### config.mk
export PLATFORM = sky130hd
export DESIGN_NAME = regfile_wb_arbiter
export DESIGN_NICKNAME = d
export VERILOG_FILES = /design/src/rtl/regfile_wb_arbiter.sv
export SDC_FILE = /design/constraint.sdc
export NUM_CORES = 1
export LEC_CHECK = 0
export BUFFER_PORTS_ARGS = -buffer_cell sky130_fd_sc_hd__buf_2
export CORE_UTILIZATION = 40
export DETAILED_ROUTE_END_ITERATION = 8
export PLACE_DENSITY = 0.79
export SYNTH_ARGS = -nofsm -noshare
export SYNTH_HDL_FRONTEND = slang
export SYNTH_SLANG_ARGS = --single-unit
export TNS_END_PERCENT = 5
### constraint.sdc
create_clock -name clk -period 1.6 [get_ports clk]
set_clock_uncertainty 0.15 [all_clocks]
set_input_delay 0.16 -clock clk [delete_from_list [all_inputs] [get_ports clk]]
set_output_delay 0.16 -clock clk [all_outputs]
set_load 0.05 [all_outputs]
### src/rtl/regfile_wb_arbiter.sv
// Round-robin arbiter for the single regfile write port (A = ALU, B = load/multi-cycle); drops writes to $zero.
// Latency: 0-cycle grant (ready is combinational), 1-cycle registered write.
// Backpressure: the losing requester sees ready = 0 and holds; flush stalls both; the write port itself never stalls.
module regfile_wb_arbiter #(
    parameter int DATA_W = 32,
    parameter int ADDR_W = 5,
    parameter int CNT_W  = 8
) (
    input  logic              clk,
    input  logic              rst_n,
    input  logic              a_valid,
    input  logic [ADDR_W-1:0] a_addr,
    input  logic [DATA_W-1:0] a_data,
    output logic              a_ready,
    input  logic              b_valid,
    input  logic [ADDR_W-1:0] b_addr,
    input  logic [DATA_W-1:0] b_data,
    output logic              b_ready,
    input  logic              flush,
    output logic              wb_en,
    output logic [ADDR_W-1:0] wb_addr,
    output logic [DATA_W-1:0] wb_data,
    output logic              wb_src,
    output logic [CNT_W-1:0]  conflict_cnt
);

    typedef struct packed {
        logic [ADDR_W-1:0] addr;
        logic [DATA_W-1:0] data;
    } wb_req_t;

    logic    prio;
    logic    a_grant;
    logic    b_grant;
    logic    grant;
    logic    contest;
    wb_req_t sel_req;

    always_comb begin
        contest = a_valid && b_valid && !flush;
        a_grant = a_valid && !flush && (!b_valid || !prio);
        b_grant = b_valid && !flush && (!a_valid || prio);
        grant   = a_grant || b_grant;
        sel_req = b_grant ? wb_req_t'{addr: b_addr, data: b_data}
                          : wb_req_t'{addr: a_addr, data: a_data};
    end

    assign a_ready = a_grant;
    assign b_ready = b_grant;

    always_ff @(posedge clk or negedge rst_n) begin
        if (!rst_n) begin
            prio         <= 1'b0;
            wb_en        <= 1'b0;
            wb_addr      <= '0;
            wb_data      <= '0;
            wb_src       <= 1'b0;
            conflict_cnt <= '0;
        end else begin
            // $zero writes are still accepted upstream, just never enabled here
            wb_en <= grant && (sel_req.addr != '0);
            if (grant) begin
                wb_addr <= sel_req.addr;
                wb_data <= sel_req.data;
                wb_src  <= b_grant;
                prio    <= a_grant;
            end
            if (contest && (conflict_cnt != '1)) begin
                conflict_cnt <= conflict_cnt + CNT_W'(1);
            end
        end
    end

endmodule

# == Word level (Yosys, flattened, before mapping) ==
# Cells that the tools add are included.
# word_totals
reg_bits,48
in_bits,79
output_inout_bits,49
wordCells,25
# op_classes
add_sub_neg,1
eq_ne,1
n_mux,1
reduce_logical,16
# ops
op,n
2-to-1 mux 37 bit,1
adder 8 x 1 -> 8 bit (second input constant),1
logical AND 1 bit,8
inequality test 8 bit (second input constant),1
nonzero test 5 bit,1
zero test 1 bit,4
logical OR 1 bit,3

# == Longest topological paths before layout ==
# Gate-level depths: netlist of the first run.
# logic_depth
word_depth,6
depth_mapped,5
depth_no_buf,4

# == Worst setup path before layout of the first run ==
# Ideal clock, no wire load.
# synth_timing
path_type,register -> register
startpoint,register conflict_cnt[0]
endpoint,register conflict_cnt[1]
arrival_ps,1700
t_required_ps,1322
slack_ps,-378
stages_incl_launch_ff,5
period_less_slack_ps,1978
path_cell_list,dfrtp_1 > ha_1 > nand4_2 > o21ai_1 > mux2_1
# synth_via
elab_chain_cells,2
elab_cells_between_ends,3
# synth_lines
item,line_no,source
from (decl),24,output logic [CNT_W-1:0] conflict_cnt
from (signal assigned),69,conflict_cnt <= conflict_cnt + CNT_W'(1);
"parallel branches: the longest is 2 deep, another holds adder 8 x 1 -> 8 bit",n/a,
# Parallel ways; which one is timed is not known.
# A chain may end at the register's enable or synchronous reset.

# == Final worst setup path of the first run ==
# layout_timing
startpoint,register prio
endpoint,output port b_ready
# layout_via
elab_chain_cells,2
# layout_lines
item,line_no,source
from (decl),32,logic prio;
from (signal assigned),66,prio <= a_grant;
logical OR 1 bit,42,b_grant = b_valid && !flush && (!a_valid || prio);
logical AND 1 bit,42,
to (decl),18,"output logic b_ready,"
# No other way between the ends.

==> metrics, run 1 <==
outcome finished with violations; failing checks setup timing; FF/Latch Area 1210 sq um; PwrDens 1060 nW/um^2; R2R cell count 4; Worst VDD drop 0.857 mV; CP max stage cell dfrtp_1; Core Util, Final 70.9%; Mapped Area 2390 sq um; Hold EP wb_data[29]; clock root buffer clkbuf_8; syn nets 345; layout cells sized above 1 35.7%; synth-to-layout area growth 67.4%; syn_area_per_cell 9.01 sq um; Worst Hold Depth 3; n_diodes 0; global-route wire length before repair 13.2 mm; H-Tree Depth 2; Design Area, Final 4000 sq um; DP Worst Slack 0.0904 ns; Pre-antenna DRT Iters 4; CP Data Arrival Time 1.29 ns; Largest delay share family, worst path flip-flops; f_max 624 MHz; Final Hold Viols 0; vias per cell 5.44; worst flop-to-flop path startpoint prio; RD Place Congestion 0.795; vias in the first global route 2836; R2R Path End wb_en; Post-Place Cell Area 3160 sq um; DRT iter0 DRCs 185; Die H 79.3 um; worst-margin pin slew 0.274 ns; PnR worst setup slack -0.00239 ns; crit-path max FO 3; wire per inst 15.7 um; IO Pins 128; num rows 27; CTS tree built; Total GRT Usage 27.1%; Tcrit/Tclk final 100%; P_leak 0.00179 uW; Final setup viols 1; post-route ant nets 0; buffers and inverters on the worst path 2; Max Cap Viol 0; CTS Buf Count 5; CP endpoint kind output port; vias after detailed routing 2870; initial antenna violation count 0; clock slew at reported path FFs 0.09 ns; CP Launch Type register; RSZ-0062 raised after global routing true; total congestion overflow 0; Total Wirelength 8.27 mm; core box area 5640 sq um; slowest stage delay, CP 0.36 ns; Rel. slew slack 81.9%; final number of max-transition violations 0; die area 6280 sq um; Synth Warn # 0; hold slack 0.00203 ns; HPWL Detailed 4.64 mm; crit path kind register to output port; fin crit period 1.60 ns; Max Root-Sink Buffers 2; Critical Path RT 1.29 ns; # DRC 0; Netlist cell types 31; Clk Latency, worst-skew pair 0.29 ns; Final nets 535; initial core utilization 42.3%; Hold Path Class input port to register; filler cell count 410; area of the multi-input gates 1080 sq um; quantity of I/O buffers inserted on ports 127; Die W 79.3 um; HP Start a_data[29]; Synth Instances 265; cell breakdown of the critical path and2b_2 > buf_12 > nor2_4 > buf_6; pin count of the biggest net entering global routing 49; FF+latch count, synth 48; reg-to-reg setup timing slack 0.06 ns; CTS Sinks 48; sequential share of the synthesized area 50.3%
## what timing repair did
action | CTS | global route
buffers inserted | 2 | 0
gates cloned | 1 | 0
hold endpoints to repair | 85 | 0
gates resized for setup | 7 | 1
endpoints found under the setup margin | 1 | 4
hold buffers | 66 | 0
## cell usage in the layout, fill, tap and decap left out, types with 2 or more instances in the layout
| master | count |
|---|---|
| buf_2 | 125 |
| dlygate4sd3_1 | 66 |
| dfrtp_1 | 42 |
| nand3_1 | 39 |
| nor2_1 | 38 |
| a31oi_1 | 37 |
| o21ai_0 | 31 |
| buf_4 | 10 |
| o21ai_1 | 8 |
| dfrtp_2 | 6 |
| clkbuf_8 | 5 |
| buf_12 | 5 |
| xnor2_1 | 4 |
| nand2b_1 | 3 |
| nor3_1 | 3 |
| nand2_1 | 3 |
| mux2_1 | 3 |
| nand4_1 | 2 |
| and3_1 | 2 |
| o211ai_1 | 2 |
## per-stage QoR
step                      total power [uW]   TNS, ns  std cells
final                                 4230  -0.00239        528
after global routing                  4440   -0.0899        528
after CTS                             4230  -0.00316        528
after detailed placement              3210         0        451
after global placement                3180         0        451
after floorplan                       2730    -0.334        265
## kinds of logic (layout without fill, tap and decap cells)
group | Yosys count | in the layout | share of synthesized area, %
flops | 48 | 48 | 50.3
mux | 3 | 3 | 1.41
xor+xnor | 4 | 4 | 1.47
buf+inv | 26 | 217 | 5.81
fa+ha+maj | 1 | 1 | 0.524
compound gates | 86 | 86 | 21.0
simple gates | 97 | 97 | 19.5
## cell type report
class | count | area share, %
Multi-Input combinational cell | 191 | 27.1
Timing Repair Buffer | 208 | 37.6
Clock buffer | 6 | 1.81
Tap cell | 72 | 2.25
Clock inverter | 2 | 0.876
Sequential cell | 48 | 30.2
Inverter | 1 | 0.0939
## metal layers
layer	vias to the layer above	share of wire (%)	track usage, %
li1	1349	-	-
met1	1352	40	30.7
met2	143	52	49.1
met3	26	5.7	6.21
met4	0	2.6	10.7
met5	-	0	0
## worst max path at each step
stage / startpoint / end / slack (ns) / cells past startpoint
2_1_floorplan: prio / wb_src / -0.12 / 2
3_3_place_gp: conflict_cnt[0] / conflict_cnt[1] / 0.15 / 4
3_5_place_dp: conflict_cnt[0] / conflict_cnt[1] / 0.09 / 4
4_1_cts: prio / b_ready / -0.003 / 4
5_1_grt: prio / b_ready / -0.06 / 4
6_report: prio / b_ready / -0.002 / 4
## worst register-to-register path, cell delays in order (launching register included)
cell,delay [ns]
dfrtp_1,0.39
and2b_2,0.27
bufbuf_16,0.28
o21ai_1,0.06
o311a_1,0.28
## Yosys cell counts
library cell | count | share of area [%]
and3_1 | 2 | 0.52
buf_2 | 9 | 1.9
and4_1 | 1 | 0.37
nor2_1 | 39 | 6.1
nand4_2 | 1 | 0.52
o22ai_1 | 1 | 0.26
and2b_1 | 2 | 0.63
o311a_1 | 1 | 0.42
buf_4 | 8 | 2.5
o21bai_1 | 1 | 0.31
a21oi_1 | 1 | 0.21
clkbuf_1 | 8 | 1.3
inv_1 | 1 | 0.16
o21ai_0 | 31 | 6.5
o2111ai_1 | 1 | 0.37
nand4b_1 | 1 | 0.37
a31oi_1 | 37 | 9.7
nor3_1 | 3 | 0.63
o211ai_1 | 2 | 0.63
o21ai_1 | 9 | 1.9
and3b_1 | 1 | 0.37
dfrtp_1 | 48 | 50
nand2b_1 | 3 | 0.79
nand2_1 | 3 | 0.47
ha_1 | 1 | 0.52
nand4_1 | 2 | 0.52
a21boi_1 | 1 | 0.31
nand3_1 | 39 | 8.2
o21ba_2 | 1 | 0.42
xnor2_1 | 4 | 1.5
mux2_1 | 3 | 1.4
## sequential cells by signal (all words and copies together) (netlist names)
register and cells:
wb_data 32, wb_addr 5, conflict_cnt 8, wb_src 1, prio 1, wb_en 1
## power breakdown
| part | total (uW) | internal (uW) | switching, uW |
|---|---|---|---|
| clock network | 847 | 464 | 383 |
| registers | 1600 | 1430 | 176 |
| logic | 1780 | 588 | 1200 |
(Power assumes the default switching activity.)
==> run 2, diff against run 1 <==
Settings changed: ABC_AREA from default to 1.
==> run 2 against run 1 <==
  * The flow now finishes without violations
  * Flip-flop and latch count did not move
  * Synthesized area fell by 3.2%
  * Count of clock-buffer cells in the layout increased by 2
  * Critical path depth grew 1
  * Design area down 5.0%
  * Core utilization down 2.3 points
  * Wire length shrank 14%
  * Synthesized cell count rose by 5.3%
  * Hold slack better by 0.034 ns
  * Maximum frequency increased by 8.6%
  * Combinational power shrank 6%
  * Critical path type unchanged
  * Largest cell class unchanged
==> metrics, run 2 <==
crit path kind register to output port (unchanged); # DRC 0 (unchanged); commonest non-fill, non-tap cell in the layout buf_2 (unchanged); number of enable flip-flop cells after synthesis 0 (unchanged); P_leak 0.00192 uW (was 0.00179 uW); Area contributors post-synth dfrtp_1, nand2_1, a31oi_1, nor2_1, inv_1 (was dfrtp_1, a31oi_1, nand3_1, o21ai_0, nor2_1); fin crit period 1.48 ns (was 1.60 ns); Largest regs wb_data x32, conflict_cnt x8, wb_addr x5 (unchanged); Total GRT Usage 24.1% (was 27.1%); crit-path max FO 5 (was 3); H-Tree Depth 2 (unchanged); quantity of I/O buffers inserted on ports 127 (unchanged); Pre-antenna DRT Iters 4 (unchanged); Mapped Area 2310 sq um (was 2390 sq um); Synth async-reset ratio 100% (unchanged); CTS Sinks 48 (unchanged); layout cells sized above 1 32.6% (was 35.7%); core box area 5540 sq um (was 5640 sq um); RSZ-0062 raised after global routing false (was true); synth-to-layout area growth 64.3% (was 67.4%); cell repeated most along the worst path inv_2; syn_area_per_cell 8.29 sq um (was 9.01 sq um); die area 6090 sq um (was 6280 sq um); wire per inst 13.1 um (was 15.7 um); Die W 78.0 um (was 79.3 um); Placed Cells 472 (was 451); GRT busiest layer met2 (unchanged); Rel. slew slack 80.4% (was 81.9%); HPWL Detailed 4.15 mm (was 4.64 mm); clock root buffer clkbuf_8 (unchanged); DRT iter0 DRCs 99 (was 185); Netlist cell types 24 (was 31); outcome complete, no violations (was finished with violations); Design Area, Final 3800 sq um (was 4000 sq um); Pwr Total 3980 uW (was 4230 uW); post-route insts no fill 547 (was 528); grt met3 use 5.23% (was 6.21%); post-route ant nets 0 (unchanged); Max Cap Viol 0 (unchanged); max reg flops 32 (unchanged); slowest stage delay, CP 0.35 ns (was 0.36 ns); final number of max-transition violations 0 (unchanged); Clk Latency, worst-skew pair 0.29 ns (about the same); Final Hold Viols 0 (unchanged); Synth Warn # 0 (unchanged); Worst VDD drop 0.994 mV (was 0.857 mV); commonest cells after routing, fill and taps aside buf_2, nand2_1, dlygate4sd3_1 (was buf_2, dlygate4sd3_1, dfrtp_1); GR Layer Usage met1 26.8% (was 30.7%); Max Root-Sink Buffers 2 (unchanged); Die H 78.0 um (was 79.3 um); vias after detailed routing 2658 (was 2870); Synth area leader dfrtp_1 (unchanged); CTS tree built (unchanged); global-route wire length before repair 11.3 mm (was 13.2 mm); n_diodes 0 (unchanged); CP endpoint kind output port (unchanged); syn nets 359 (was 345); Critical Path RT 1.29 ns (about the same); Total Wirelength 7.14 mm (was 8.27 mm); worst-margin pin slew 0.291 ns (was 0.274 ns); vias in the first global route 2547 (was 2836); Synth top cells by count nand2_1, dfrtp_1, nor2_1 (was dfrtp_1, nand3_1, nor2_1); sequential share of the synthesized area 51.9% (was 50.3%); vias per cell 4.86 (was 5.44); f_max 677 MHz (was 624 MHz); pin count of the biggest net entering global routing 49 (unchanged); Final nets 554 (was 535); num rows 27 (unchanged); PwrDens 1050 nW/um^2 (was 1060 nW/um^2); CTS Buf Count 5 (unchanged); initial antenna violation count 0 (unchanged); Largest Register wb_data (unchanged); M2 GR Usage 43.9% (was 49.1%); CP Data Arrival Time 1.17 ns (was 1.29 ns); total congestion overflow 0 (unchanged); FF+latch count, synth 48 (unchanged); RD Place Congestion 0.839 (was 0.795); initial core utilization 41.7% (was 42.3%); most common cell in the netlist nand2_1 (was dfrtp_1); CP max stage cell dfrtp_1 (unchanged); CP Launch Type register (unchanged); cell breakdown of the critical path inv_2 > nand2_2 > nand2_4 > inv_2 > buf_4 (was and2b_2 > buf_12 > nor2_4 > buf_6); IO Pins 128 (unchanged); clock slew at reported path FFs 0.08 ns (was 0.09 ns); Final setup viols 0 (was 1); Post-synth top flop dfrtp_1 (unchanged); Hold Path Class input port to register (unchanged); Tcrit/Tclk final 92.3% (was 100%); Synth Instances 279 (was 265); setup_tns 0 ns (was -0.00239 ns); Post-Place Cell Area 3040 sq um (was 3160 sq um); area fraction of the dominant cell type after synthesis 51.9% (was 50.3%)
==> run 2: cell count changes after synthesis, sizes merged, moves of 5 or more <==
cell,previous run,this run
nand3,39,5
clkbuf,8,0
nand2,3,97
o21ai,40,11
a31oi,37,32
inv,1,17
==> run 2: final timing paths <==
| path | startpoint | end | slack [ns] | cells after the start |
|---|---|---|---|---|
| setup reg to reg | conflict_cnt[4] | conflict_cnt[3] | 0.14 | 7 |
| setup / recovery | prio | b_ready | 0.12 | 5 |
| min in group asynchronous | rst_n | conflict_cnt[6] | 0.22 | 3 |
| max in group asynchronous | rst_n | wb_en | 0.86 | 3 |
| hold reg to reg | wb_src | wb_src | 0.33 | 2 |
| hold / removal | b_addr[0] | wb_addr[0] | 0.04 | 3 |
==> run 2: layout make-up <==
type                    instances  area, sq um
clock buffers                   8         90.1
fillers                       433         1740
inverters                      17         66.3
multi-input cells             200          945
flip-flops and latches         48         1200
well taps                      72         90.1
repair buffers                202         1410
==> run 2: report_power, final <==
part	leakage (uW)	switching, uW	internal, uW	total (uW)
clock network	0.0000455	371	353	723
registers	0.000560	156	1420	1580
logic	0.00132	1160	521	1680
==> run 2: timing repair <==
item	4_1_cts	5_1_grt
hold endpoints to repair	80	0
pin swaps	1	0
hold buffers	65	0
buffers inserted	2	0
endpoints found under the setup margin	1	15
resized for setup	1	3
gates cloned	0	0
==> run 2: logic make-up after synthesis <==
logic type                 Yosys count  share of synthesized area [%]
DFF                                 48                           51.9
AOI/OAI and AO/OA                   45                           12.0
adders and majority gates            1                          0.541
buffers and inverters               31                           7.30
xor gates and xnor gates             6                           2.27
and+or+nand+nor                    148                           25.9
==> run 2: critical path, delay by kind of cell, from the launching register on <==
family                 cells  cell delay (ns)
buffers and inverters      3             0.36
flip-flops                 1             0.35
AND/OR/NAND/NOR            2             0.16
==> run 2: per-stage QoR <==
| stage | utilization, % | setup WS [ns] | hold slack [ns] |
|---|---|---|---|
| floorplan | - | -0.0786 | -0.286 |
| global placement | 54.8 | 0.184 | 0.00942 |
| detailed placement | 54.8 | 0.0916 | 0.0165 |
| CTS | 68.5 | 0.0483 | 0.0293 |
| global route | 68.6 | 0.0152 | 0.0566 |
| finish | 68.6 | 0.124 | 0.0360 |
==> run 2: per-layer routing <==
layer	vias to the layer above	wire, um
li1	1294	-
met4	0	240
met1	1211	2760
met3	24	402
met5	-	0
met2	129	3740
==> run 3, diff against run 2 <==
Settings changed: CORE_ASPECT_RATIO from default to 1.75.
==> run 3 against run 2 <==
  * Combinational power about the same
  * Hold slack about the same
  * Core utilization increased by 0.34 points
  * Total power increased by 4.1%
  * Largest power group unchanged
  * Critical endpoint unchanged
  * Design area increased by 1.3%
==> metrics, run 3 (synthesis gave the netlist of run 2 again) <==
outcome complete, no violations (unchanged); wire per inst 13.5 um (was 13.1 um); Worst VDD drop 0.554 mV (was 0.994 mV); core box area 5590 sq um (was 5540 sq um); die area 6100 sq um (was 6090 sq um); Tcrit/Tclk final 94.1% (was 92.3%); n_diodes 0 (unchanged); Total GRT Usage 25.5% (was 24.1%); synth-to-layout area growth 66.5% (was 64.3%); initial antenna violation count 0 (unchanged); worst-margin pin slew 0.412 ns (was 0.291 ns); layout cells sized above 1 33.0% (was 32.6%); vias per cell 4.87 (was 4.86); quantity of I/O buffers inserted on ports 127 (unchanged); Design Area, Final 3850 sq um (was 3800 sq um); DRT iter0 DRCs 95 (was 99); Largest Register wb_data (unchanged); post-route ant nets 0 (unchanged); total congestion overflow 0 (unchanged); commonest cells after routing, fill and taps aside buf_2, nand2_1, dlygate4sd3_1 (unchanged); Final nets 555 (was 554); Max Cap Viol 0 (unchanged); DP Worst Slack 0.0595 ns (was 0.0916 ns); Clk Latency, worst-skew pair 0.29 ns (about the same); Largest regs wb_data x32, conflict_cnt x8, wb_addr x5 (unchanged); Total Wirelength 7.44 mm (was 7.14 mm); crit path kind register to output port (unchanged); P_leak 0.00194 uW (was 0.00192 uW); fin crit period 1.51 ns (was 1.48 ns); setup_tns 0 ns (unchanged); IO Pins 128 (unchanged); clock root buffer clkbuf_8 (unchanged); HP Start b_addr[4] (was b_addr[0]); Max Root-Sink Buffers 2 (unchanged); global-route wire length before repair 11.5 mm (was 11.3 mm); filler cell count 408 (was 433); Critical Path RT 1.29 ns (about the same); HPWL Detailed 4.57 mm (was 4.15 mm); CP endpoint kind output port (unchanged); num rows 36 (was 27); CTS Buf Count 5 (unchanged); Final Hold Viols 0 (unchanged); RD Place Congestion 0.868 (was 0.839); Post-Place Cell Area 3060 sq um (was 3040 sq um); commonest non-fill, non-tap cell in the layout buf_2 (unchanged); CP Data Arrival Time 1.20 ns (was 1.17 ns); clock slew at reported path FFs 0.09 ns (was 0.08 ns); pin count of the biggest net entering global routing 49 (unchanged); RSZ-0062 raised after global routing false (unchanged); crit path launch prio (unchanged); vias after detailed routing 2690 (was 2658); Pwr Total 4150 uW (was 3980 uW); reg-to-reg setup timing slack 0.12 ns (was 0.14 ns); CP Launch Type register (unchanged); hold slack 0.0356 ns (was 0.0360 ns); PnR worst setup slack 0.0945 ns (was 0.124 ns); vias in the first global route 2696 (was 2547); initial core utilization 41.4% (was 41.7%); Die H 103 um (was 78.0 um); CTS tree built (unchanged); CTS Sinks 48 (unchanged); worst flop-to-flop path startpoint conflict_cnt[4] (unchanged); H-Tree Depth 2 (unchanged); Hold Path Class input port to register (unchanged); Final setup viols 0 (unchanged); max reg flops 32 (unchanged); final number of max-transition violations 0 (unchanged); Die W 59.5 um (was 78.0 um); crit-path max FO 4 (was 5); # DRC 0 (unchanged); f_max 664 MHz (was 677 MHz); Rel. slew slack 72.3% (was 80.4%); PwrDens 1080 nW/um^2 (was 1050 nW/um^2); Pre-antenna DRT Iters 4 (unchanged)
run 3: changes by cell type in the layout (fill, tap and decap cells not counted), sizes merged:
cell / before / now
clkinv: 0 / 1
clkbuf: 8 / 6
buf: 137 / 138
bufinv: 0 / 1
run 3: final timing paths:
path | to | depth (start not counted)
setup / recovery | b_ready | 5
hold / removal | wb_addr[4] | 3
setup reg to reg | conflict_cnt[3] | 7
hold reg to reg | wb_src | 2
max in group asynchronous | conflict_cnt[1] | 3
min in group asynchronous | wb_en | 3
run 3: where the power goes:
group          total (uW)  leakage (uW)  switching (uW)  internal [uW]
Sequential           1570      0.000560             150           1420
Combinational        1710       0.00133            1180            528
Clock                 869     0.0000552             404            464
run 3: routing by layer:
| layer | up-vias | share of wire [%] | global-route usage, % |
|---|---|---|---|
| met3 | 37 | 5.0 | 4.02 |
| met2 | 126 | 57 | 49.0 |
| li1 | 1295 | - | - |
| met1 | 1232 | 33 | 23.4 |
| met4 | 0 | 5.2 | 17.0 |
| met5 | - | 0 | 0 |
run 3: worst max-delay path, cell delays in order (launching register included):
cell	delay (ns)
dfrtp_1	0.37
inv_1	0.09
nand2_2	0.10
nand2_4	0.09
inv_2	0.06
buf_4	0.19
run 3: timing repair:
item,4_1_cts,5_1_grt
endpoints found under the hold margin,80,0
hold buffers,65,0
endpoints found under the setup margin,1,7
resized for setup,1,4
buffers inserted,2,0
pin swaps,1,0
run 3: stage by stage:
stage          util (%)  instances
3_3_place_gp       54.8        477
3_5_place_dp       54.8        477
4_1_cts            68.7        552
5_1_grt            68.9        552
6_report           68.9        552
2_1_floorplan         -        279
run 3: cell type report:
| type | count | area [sq um] | share of cell area, % |
|---|---|---|---|
| timing repair buffer | 203 | 1430 | 37.0 |
| sequential | 48 | 1200 | 31.3 |
| multi-input combinational | 200 | 952 | 24.7 |
| tap | 76 | 95.1 | 2.47 |
| clock buffer | 6 | 72.6 | 1.88 |
| inverter | 17 | 66.3 | 1.72 |
| clock inverter | 2 | 35.0 | 0.910 |
